===== src/rtl/audio_i2s_tx.sv =====
`default_nettype none
// ============================================================================
// Module   : audio_i2s_tx
// Brief    : Stereo sample FIFO and I2S serializer with clk-derived sclk/lrclk
//            and underrun flag. Define AUDIO_I2S_TX_LEFT_JUSTIFY_EN to select
//            left-justified framing instead of standard I2S.
// Revision : 1.0 - initial release
// ============================================================================
module audio_i2s_tx #(
    parameter int SAMPLE_W   = 16,
    parameter int FIFO_DEPTH = 4,
    parameter int SCLK_DIV   = 4
) (
    input  logic                          clk,
    input  logic                          reset_n,
    input  logic                          sample_valid,
    output logic                          sample_ready,
    input  logic [SAMPLE_W-1:0]           sample_left,
    input  logic [SAMPLE_W-1:0]           sample_right,
    output logic                          sclk,
    output logic                          lrclk,
    output logic                          sdata,
    output logic                          underrun,
    output logic [$clog2(FIFO_DEPTH):0]   fifo_level
);

    localparam int c_frame_w = 2 * SAMPLE_W;
    localparam int c_cnt_w   = $clog2(c_frame_w);
    localparam int c_ptr_w   = $clog2(FIFO_DEPTH);
    localparam int c_lvl_w   = c_ptr_w + 1;
    localparam int c_div_w   = (SCLK_DIV > 1) ? $clog2(SCLK_DIV) : 1;

    localparam logic [c_cnt_w-1:0] c_cnt_last = c_cnt_w'(c_frame_w - 1);
    localparam logic [c_cnt_w-1:0] c_cnt_word = c_cnt_w'(SAMPLE_W);
    localparam logic [c_div_w-1:0] c_div_last = c_div_w'(SCLK_DIV - 1);
    localparam logic [c_lvl_w-1:0] c_lvl_full = c_lvl_w'(FIFO_DEPTH);
`ifdef AUDIO_I2S_TX_LEFT_JUSTIFY_EN
    localparam logic [c_cnt_w-1:0] c_load_cnt = '0;
`else
    // Loading one slot late yields the I2S one-bit delay behind lrclk.
    localparam logic [c_cnt_w-1:0] c_load_cnt = c_cnt_w'(1);
`endif

    logic [c_div_w-1:0]   div_q, div_d;
    logic                 sclk_q, sclk_d;
    logic [c_cnt_w-1:0]   bit_cnt_q, bit_cnt_d;
    logic                 lrclk_q, lrclk_d;
    logic                 sdata_q, sdata_d;
    logic                 underrun_q, underrun_d;
    logic [c_frame_w-1:0] shift_q, shift_d;
    logic [c_ptr_w-1:0]   wr_ptr_q, wr_ptr_d;
    logic [c_ptr_w-1:0]   rd_ptr_q, rd_ptr_d;
    logic [c_lvl_w-1:0]   level_q, level_d;
    logic [c_frame_w-1:0] mem_q [FIFO_DEPTH];
    logic [c_frame_w-1:0] mem_d [FIFO_DEPTH];

    logic                 w_wrap;
    logic                 w_fall;
    logic                 w_push;
    logic                 w_pop;
    logic [c_frame_w-1:0] w_head;

    assign sample_ready = (level_q != c_lvl_full);
    assign w_head       = mem_q[rd_ptr_q];
    assign w_wrap       = (div_q == c_div_last);
    assign w_fall       = w_wrap && sclk_q;
    assign w_push       = sample_valid && sample_ready;

    always_comb begin
        div_d      = w_wrap ? '0 : div_q + 1'b1;
        sclk_d     = w_wrap ? ~sclk_q : sclk_q;
        bit_cnt_d  = bit_cnt_q;
        lrclk_d    = lrclk_q;
        sdata_d    = sdata_q;
        underrun_d = 1'b0;
        shift_d    = shift_q;
        wr_ptr_d   = wr_ptr_q;
        rd_ptr_d   = rd_ptr_q;
        level_d    = level_q;
        mem_d      = mem_q;
        w_pop      = 1'b0;

        if (w_fall) begin
            bit_cnt_d = (bit_cnt_q == c_cnt_last) ? '0 : bit_cnt_q + 1'b1;
            lrclk_d   = (bit_cnt_d >= c_cnt_word);
            if (bit_cnt_d == c_load_cnt) begin
                // Empty FIFO at a frame start plays silence rather than stale data.
                if (level_q != '0) begin
                    w_pop    = 1'b1;
                    rd_ptr_d = rd_ptr_q + 1'b1;
                    sdata_d  = w_head[c_frame_w-1];
                    shift_d  = {w_head[c_frame_w-2:0], 1'b0};
                end else begin
                    underrun_d = 1'b1;
                    sdata_d    = 1'b0;
                    shift_d    = '0;
                end
            end else begin
                sdata_d = shift_q[c_frame_w-1];
                shift_d = {shift_q[c_frame_w-2:0], 1'b0};
            end
        end

        if (w_push) begin
            mem_d[wr_ptr_q] = {sample_left, sample_right};
            wr_ptr_d        = wr_ptr_q + 1'b1;
        end

        case ({w_push, w_pop})
            2'b10:   level_d = level_q + 1'b1;
            2'b01:   level_d = level_q - 1'b1;
            default: level_d = level_q;
        endcase
    end

    always_ff @(posedge clk or negedge reset_n) begin
        if (!reset_n) begin
            div_q      <= '0;
            sclk_q     <= 1'b0;
            bit_cnt_q  <= c_cnt_last;
            lrclk_q    <= 1'b0;
            sdata_q    <= 1'b0;
            underrun_q <= 1'b0;
            shift_q    <= '0;
            wr_ptr_q   <= '0;
            rd_ptr_q   <= '0;
            level_q    <= '0;
            for (int i = 0; i < FIFO_DEPTH; i++) begin
                mem_q[i] <= '0;
            end
        end else begin
            div_q      <= div_d;
            sclk_q     <= sclk_d;
            bit_cnt_q  <= bit_cnt_d;
            lrclk_q    <= lrclk_d;
            sdata_q    <= sdata_d;
            underrun_q <= underrun_d;
            shift_q    <= shift_d;
            wr_ptr_q   <= wr_ptr_d;
            rd_ptr_q   <= rd_ptr_d;
            level_q    <= level_d;
            for (int i = 0; i < FIFO_DEPTH; i++) begin
                mem_q[i] <= mem_d[i];
            end
        end
    end

    assign sclk       = sclk_q;
    assign lrclk      = lrclk_q;
    assign sdata      = sdata_q;
    assign underrun   = underrun_q;
    assign fifo_level = level_q;

endmodule
`default_nettype wire


===== config.mk =====
export PLATFORM = sky130hd
export DESIGN_NAME = audio_i2s_tx
export DESIGN_NICKNAME = d
export VERILOG_FILES = /design/src/rtl/audio_i2s_tx.sv
export SDC_FILE = /design/constraint.sdc
export NUM_CORES = 1
export LEC_CHECK = 0
export ABC_AREA = 1
export ABC_CLOCK_PERIOD_IN_PS = 3000
export CAP_MARGIN = 5
export CORE_ASPECT_RATIO = 1.25
export CORE_MARGIN = 2
export CORE_UTILIZATION = 49
export DETAILED_ROUTE_END_ITERATION = 8
export PLACE_DENSITY = 0.67
export SYNTH_ARGS = -nofsm -noshare
export SYNTH_HDL_FRONTEND = slang
export SYNTH_SLANG_ARGS = --single-unit

===== constraint.sdc =====
create_clock -name clk -period 3 [get_ports clk]
set_input_delay 0.9 -clock clk [delete_from_list [all_inputs] [get_ports clk]]
set_output_delay 0.9 -clock clk [all_outputs]
set_load 0.01 [all_outputs]

== After elaboration in Yosys (flattened, before gate mapping) ==
Cells that the tools add are included.

* Bits in registers: 178
* Input port bits: 35
* Output and inout port bits: 8
* Word-level logic and storage cells: 58

* $add $sub $neg: 6
* Magnitude comparators: 4
* Equal/unequal tests: 6
* Mux-type cells: 19
* Bitwise logic cells: 3
* Reductions and logical operators: 6

{| class="wikitable"
|+ Operator list
! operator !! count
|-
| $mux W32 || 5
|-
| $bwmux W128 || 1
|-
| $bmux W32 S2 || 1
|-
| $demux W32 S2 || 1
|-
| $mux W1 || 8
|-
| $add A2 B1 Y2 const B || 3
|-
| $ge A3 B3 Y1 const B || 2
|-
| $not A2 Y3 || 2
|-
| $pmux W3 S2 || 1
|-
| $add A5 B1 Y5 const B || 1
|-
| $eq A5 B1 Y1 const B || 1
|-
| $eq A5 B5 Y1 const B || 1
|-
| $ge A5 B5 Y1 const B || 1
|-
| $mux W5 || 1
|-
| $eq A2 B2 Y1 const B || 2
|-
| $add A3 B1 Y3 const B || 1
|-
| $logic_and A1 B1 Y1 || 3
|-
| $lt A3 B1 Y1 const B || 1
|-
| $ne A3 B3 Y1 const B || 1
|-
| $reduce_and A3 Y1 || 1
|-
| $reduce_bool A3 Y1 || 1
|-
| $sub A3 B1 Y3 const B || 1
|-
| $eq A2 B1 Y1 const B || 1
|-
| $mux W2 || 1
|-
| other kinds (2) || 2
|}

== Depth between registers and ports, before layout ==
Gate-level depths: netlist (run 1).

* Word-level depth: 7
* Depth in mapped cells: 16
* Mapped depth without buffers: 16

== Worst setup path after synthesis (run 1) ==
Ideal clock, no wire load.

* Path type: reg-to-reg
* Start: register bit_cnt_q[0]
* End: register level_q[2], in the netlist fifo_level[2]
* Library setup time: 131 ps
* Arrival time: 2563 ps
* Required time: 2869 ps
* Path slack: 307 ps
* Stages on the path, launching flop included: 16
* Buffers on the path: 0
* Period minus slack after synthesis: 2693 ps
* Cell sequence: dfstp_2 -> ha_1 -> nand2_1 -> nor2_1 -> ha_1 -> nor2_1 -> nand2_1 -> nor2_4 -> nand4_1 -> inv_1 -> ha_1 -> inv_1 -> fa_1 -> a21oi_1 -> o21ai_0 -> xor2_1

* Cells in the longest elaborated chain, start to end: 7
* Elaborated cells on any way between the ends: 10
* Those cells by class: add/sub (1); eq/ne (4); mux (4); reduce/logical (1)

{| class="wikitable"
|+ Ends and longest elaborated chain
! element !! line !! source
|-
| start: declaration || 46 || <nowiki>logic [c_cnt_w-1:0] bit_cnt_q, bit_cnt_d;</nowiki>
|-
| start signal: assignment || 120 || <nowiki>bit_cnt_q <= c_cnt_last;</nowiki>
|-
| start signal: assignment || 134 || <nowiki>bit_cnt_q <= bit_cnt_d;</nowiki>
|-
| $add A5 B1 Y5 / $eq A5 B5 Y1 (equally long branches) || 84 || <nowiki>bit_cnt_d = (bit_cnt_q == c_cnt_last) ? '0 : bit_cnt_q + 1'b1;</nowiki>
|-
| $mux W5 * || 84 ||
|-
| $eq A5 B1 Y1 * || 86 || <nowiki>if (bit_cnt_d == c_load_cnt) begin</nowiki>
|-
| $mux W1 * || 86 ||
|-
| $mux W1 * || 83 || <nowiki>if (w_fall) begin</nowiki>
|-
| $eq A2 B1 Y1 / $eq A2 B2 Y1 (equally long branches) || 109 || <nowiki>case ({w_push, w_pop})</nowiki>
|-
| $pmux W3 S2 / $reduce_bool A2 Y1 (equally long branches) || -- ||
|-
| end signal: assignment || 141 || <nowiki>level_q <= level_d;</nowiki>
|-
| end: declaration || 53 || <nowiki>logic [c_lvl_w-1:0] level_q, level_d;</nowiki>
|}

Mark *: on every way between the ends. The rest lies on a longest branch, timed or not.
A chain may end at the register's enable or synchronous reset.

== Worst setup path after layout (run 1) ==
* Start: register bit_cnt_q[1]
* End: register level_q[2], in the netlist fifo_level[2]

The elaborated chain is that of the path after synthesis.

==> flow_summary.toml, run 1 <==
[outcome]
status = "finished, final reports clean"

[cts]
cts_inserted_buffers = 17
holdBufCountCts = 0
cts_tree = "yes"
clock_latency_ps = 440
clk_pin_slew_worst_paths_ps = 70
clock-root-buffer = "clkbuf_16"
clock-sinks = 177
htreeDepth = 4
cts.path.max_buffers = 2

[sta]
relSlewSlack = 0.492
fmax_ghz = 0.363
fin_crit_ps = 2750
setup_viol = 0
tightestPinTransition_ps = 762
tns_ps = 0
final_hold_viol_count = 0
slew_violations = 0
fin_crit_sh = 0.918
fin_skew_ps = 10.6
worst_slack_ps = 246
rsz0062_at_grt = "false"

[placed_design]
port_buffers = 42
dpl.hpwl_um = 12400
dpl_cell_area_sq_um = 9270
gp_congestion = 0.844
numPlacedInstances = 1366
place_ws_ps = 189

[run]
cap_viol_max_count = 0

[critical_path]
cpMaxStageDelayCell = "dfstp_2"
endpoint_kind = "register"
path_class = "reg2reg"
start_kind = "register"
path_buf_inv = 2
arrival_ps = 3070
cp_max_fo = 4
max_stage_delay_ps = 570
required_ps = 3320
crit_chain = "ha_4, nand2_1, nor2_1, ha_1, nor2_1, nand2_1, nor2_4, nand4_1, inv_1, ha_1, inv_1, fa_2, a21oi_2, o21ai_1, xor2_1"
critPathTopFamily = "adder cells"

[floorplan]
core.rowCount = 54
die_area_sq_um = 18900
start_util = 0.500
io_pins = 43
die_y_um = 153
coreArea_sq_um = 17400
die_width_um = 123

[power_and_ir_drop]
irDropWorstVdd_v = 0.000491
powerDensity_nw_per_um2 = 836
p_leak_nw = 4.99

[detailed_routing]
viasPerCell = 5.06
initialDrtViolationCount = 488
routed_wl_um = 20600
drc = 0
vias = 7078
wl_per_cell_um = 14.7
antenna_left = 0
dr.pass1.iters = 5

[synth]
synth_xor_area_frac = 0.00402
avgSynthCellArea_sq_um = 7.60
synth_compound_area_frac = 0.0797
synth_edf_count = 0
ys_types = 25
syn-cell-area_sq_um = 8720
ys_seq_area_frac = 0.508
synth-simple-area-share = 0.293
async_flop_share = 1.00
synth_top_family_by_area = "simple AND/OR/NAND/NOR gates"
synth_warnings = 0
synth_cells = 1148
ys_ff_latch = 177
synth_adder_area_share = 0.0138
post_synth_mux_area_share = 0
syn_nets = 1192
synth_top_flop_cell = "dfrtp_1"

[layout]
final_cell_area_sq_um = 9900
fin_util = 0.568
syn2layout_area_growth_pct = 13.5
drive_above_1_share = 0.0681
nets = 1206
finalNonFillerCells = 1399
diodes = 0

[grt]
grt.overflow.total = 0
grt_pass1_wl_um = 35100
antenna_found_initial = 0
grt_max_degree = 68
track_usage = 0.235
grt_pass1_vias = 6921

[min_path]
hp-class = "in2async"
worst paths after layout:
kind | slack [ps] | cells past startpoint | from | end
worst max register to register | 250 | 15 | bit_cnt_q[1]$_DFFE_PN1P_ | fifo_level[2]$_DFFE_PN0P_
max in group asynchronous | 1900 | 2 | reset_n | mem_q[113]$_DFFE_PN0P_
worst min-delay path | 400 | 1 | reset_n | mem_q[88]$_DFFE_PN0P_
min in group clk | 430 | 1 | div_q[0]$_DFF_PN0_ | div_q[0]$_DFF_PN0_
worst min register to register | 430 | 1 | div_q[0]$_DFF_PN0_ | div_q[0]$_DFF_PN0_
worst max-delay path | 250 | 15 | bit_cnt_q[1]$_DFFE_PN1P_ | fifo_level[2]$_DFFE_PN0P_
repair_timing:
item | in CTS | in global routing
setup endpoints to repair | 0 | 1
setup buffers | 0 | 1
resized for setup | 0 | 5
cell type report:
| type | instances | area (sq um) |
|---|---|---|
| Multi-Input combinational cell | 767 | 3430 |
| Clock buffer | 17 | 425 |
| Sequential cell | 177 | 4440 |
| Inverter | 134 | 503 |
| Tap cell | 224 | 280 |
| Timing Repair Buffer | 65 | 644 |
| Clock inverter | 15 | 184 |
| Fill cell | 1626 | 7530 |
kinds of logic after synthesis:
kind of cell	Yosys count
compound gates	139
xor+xnor	4
fa+ha+maj	9
buf+inv	204
flops	177
simple gates	615
cells in the mapped netlist (2+ instances only):
master | number | share of area
buf_4 | 3 | 0.0026
buf_2 | 40 | 0.023
inv_1 | 129 | 0.056
nand2_4 | 2 | 0.0026
ha_1 | 8 | 0.011
inv_2 | 5 | 0.0022
buf_1 | 4 | 0.0017
xor2_1 | 3 | 0.0030
dfstp_2 | 5 | 0.015
o21ai_0 | 121 | 0.069
buf_6 | 6 | 0.0077
nand2_1 | 455 | 0.20
nand3_1 | 135 | 0.077
clkbuf_2 | 4 | 0.0023
nor2_1 | 10 | 0.0043
nand3_2 | 3 | 0.0034
o21ai_1 | 15 | 0.0086
nor2_4 | 5 | 0.0065
a21oi_1 | 3 | 0.0017
nand4_1 | 4 | 0.0029
clkbuf_1 | 13 | 0.0056
dfrtp_1 | 172 | 0.49
per-stage QoR:
| stage | power, mW | hold WS, ps |
|---|---|---|
| 2_1_floorplan | 5.28 | 403 |
| 3_3_place_gp | 5.92 | 415 |
| 3_5_place_dp | 6.01 | 416 |
| 4_1_cts | 8.32 | 432 |
| 5_1_grt | 8.91 | 449 |
| 6_report | 8.27 | 405 |
state kept, by name (all words and copies together) (netlist names):
name	cells
sdata	1
sclk	1
bit_cnt_q	5
lrclk	1
shift_q	31
fifo_level	3
mem_q	128
wr_ptr_q	2
rd_ptr_q	2
underrun	1
div_q	2
report_power, final:
part           internal [mW]  total, mW  switching (mW)
sequential              3.25       3.54           0.296
clock                   1.32       2.32            1.00
combinational          0.834       2.41            1.58
cells in the final DEF (no fill, tap or decap), types with 2 or more instances in the layout:
cell,instances
nand3_2,3
clkinvlp_4,3
a21oi_1,2
nand2_1,455
buf_12,4
ha_1,7
nand3_1,135
clkinv_2,2
o21ai_0,120
inv_1,129
nor2_1,10
dfstp_2,5
buf_4,19
o21ai_1,16
clkbuf_16,17
nand4_1,4
nor2_4,5
dfrtp_1,171
inv_6,3
clkdlybuf4s50_1,41
clkinv_4,4
bufinv_16,3
inv_2,5
xor2_1,3
nand2_4,2
routing by layer:
metal	wire length [um]	global-route usage	up-vias
li1	-	-	3595
met1	9570	0.318	3349
met2	10100	0.387	113
met3	673	0.0407	21
met4	284	0.0676	0
met5	0	0	-
No activity file was read; power rests on OpenSTA's default activity.
==> inputs of run 2 (changes only) <==
CAP_MARGIN = 20   (was 5)
==> results of run 2 <==
Same layout as run 1: the final DEF is identical, and so are final timing and power.
==> inputs of run 3 (changes only) <==
PLACE_DENSITY = 0.66   (was 0.67)
SLEW_MARGIN = 5   (was default)
==> flow_summary.toml, run 3 (synthesis gave the netlist of run 1 again) <==
[outcome]
status = "finished, final reports clean"

[cts]
clock_latency_ps = 430
clock-sinks = 177
htreeDepth = 4
clk_pin_slew_worst_paths_ps = 70
cts.path.max_buffers = 2
clock-root-buffer = "clkbuf_16"
cts_inserted_buffers = 17
cts_tree = "yes"

[layout]
biggestRegsByFlops = "mem_q: 128 flops, shift_q: 31 flops, bit_cnt_q: 5 flops"
largest_register = "mem_q"
nets = 1204
final_common_cell = "nand2_1"
final_cell_area_sq_um = 9880
fill_cells = 1646
mostFrequentLayoutCells = "nand2_1 (455), dfrtp_1 (171), nand3_1 (135)"
fin_util = 0.567
diodes = 0
syn2layout_area_growth_pct = 13.3
largest_reg_flops = 128
drive_above_1_share = 0.0648

[critical_path]
cpMostUsedCell = "ha_1"
max_stage_delay_ps = 560
start_kind = "register"
endpoint_kind = "register"
cp_max_fo = 4
cpMaxStageDelayCell = "dfstp_2"
worstRegToRegCells = 15
path_class = "reg2reg"
arrival_ps = 3140
required_ps = 3310
crit_chain = "ha_1, nand2_1, nor2_2, ha_1, nor2_1, nand2_1, nor2_4, nand4_1, inv_1, ha_1, inv_1, fa_1, a21oi_1, o21ai_0, xor2_1"

[detailed_routing]
initialDrtViolationCount = 515
viasPerCell = 5.13
dr.pass1.iters = 6
antenna_left = 0
vias = 7161
drc = 0
routed_wl_um = 20800
wl_per_cell_um = 14.9

[grt]
met1_usage = 0.314
grt_pass1_vias = 7018
grt.overflow.total = 0
grt_max_degree = 68
track_usage = 0.237
grt-busiest-layer = "met2"
use_met2 = 0.402
antenna_found_initial = 0
grt_pass1_wl_um = 35300
grt_util_met3 = 0.0362

[min_path]
worstHoldPathCells = 1
hp-class = "reg2reg"

[placed_design]
port_buffers = 42
gp_congestion = 0.787
dpl.hpwl_um = 12000
dpl_cell_area_sq_um = 9280

[sta]
setup_viol = 0
fin_crit_ps = 2830
tightestPinTransition_ps = 798
fmax_ghz = 0.354
slew_violations = 0
fin_skew_ps = 10.1
final_hold_viol_count = 0
relSlewSlack = 0.468
fin_crit_sh = 0.942

[floorplan]
die_width_um = 123
io_pins = 43
coreArea_sq_um = 17400
die_area_sq_um = 18900
die_y_um = 153
core.rowCount = 54
start_util = 0.500

[run]
cap_viol_max_count = 0

[power_and_ir_drop]
powerDensity_nw_per_um2 = 826
p_leak_nw = 4.98
irDropWorstVdd_v = 0.000659
## run 3: what timing repair did
item,CTS,global route
resized for setup,0,1
setup buffers,0,2
hold buffers,0,0
setup endpoints to repair,0,1
## run 3: final timing paths
check	from	to	slack, ps
worst max register to register	bit_cnt_q[0]$_DFFE_PN1P_	fifo_level[2]$_DFFE_PN0P_	170
min in group asynchronous	reset_n	mem_q[57]$_DFFE_PN0P_	450
max in group asynchronous	reset_n	bit_cnt_q[4]$_DFFE_PN1P_	1770
worst max-delay path	bit_cnt_q[0]$_DFFE_PN1P_	fifo_level[2]$_DFFE_PN0P_	170
worst min register to register	div_q[0]$_DFF_PN0_	div_q[0]$_DFF_PN0_	430
worst min-delay path	div_q[0]$_DFF_PN0_	div_q[0]$_DFF_PN0_	430
## run 3: layer usage
layer | part of all wire | routed length [um]
met1 | 0.45 | 9400
met2 | 0.50 | 10300
met3 | 0.040 | 836
met4 | 0.012 | 246
met5 | 0 | 0
## run 3: power by group
part           internal [mW]  switching [mW]
sequential              3.24           0.293
combinational          0.848            1.57
clock                   1.19            1.02
## run 3: cell type report
cell class,instances,area [sq um],area share
inverter,134,503,0.0509
clock buffer,18,439,0.0444
tap,224,280,0.0284
sequential,177,4440,0.449
multi-input combinational,767,3410,0.345
timing repair buffer,63,667,0.0675
clock inverter,14,141,0.0143
## run 3: critical path, delay by kind of cell, from the launching register on
kind                     cells  cell delay, ps
buffers and inverters        2             160
adder cells (fa/ha/maj)      4             930
AND/OR/NAND/NOR              6             650
XOR/XNOR                     1             150
flip-flops                   1             560
AO/OA/AOI/OAI                2             260
## run 3: stage by stage
| stage | power (mW) | instances | setup slack [ps] | TNS, ps | hold slack, ps |
|---|---|---|---|---|---|
| CTS | 8.24 | 1395 | 136 | 0 | 432 |
| detailed placement | 6.02 | 1363 | 153 | 0 | 424 |
| global placement | 5.92 | 1363 | 232 | 0 | 415 |
| finish | 8.16 | 1397 | 174 | 0 | 426 |
| floorplan | 5.28 | 1148 | 307 | 0 | 403 |
| global route | 8.81 | 1397 | -14.8 | -14.8 | 450 |
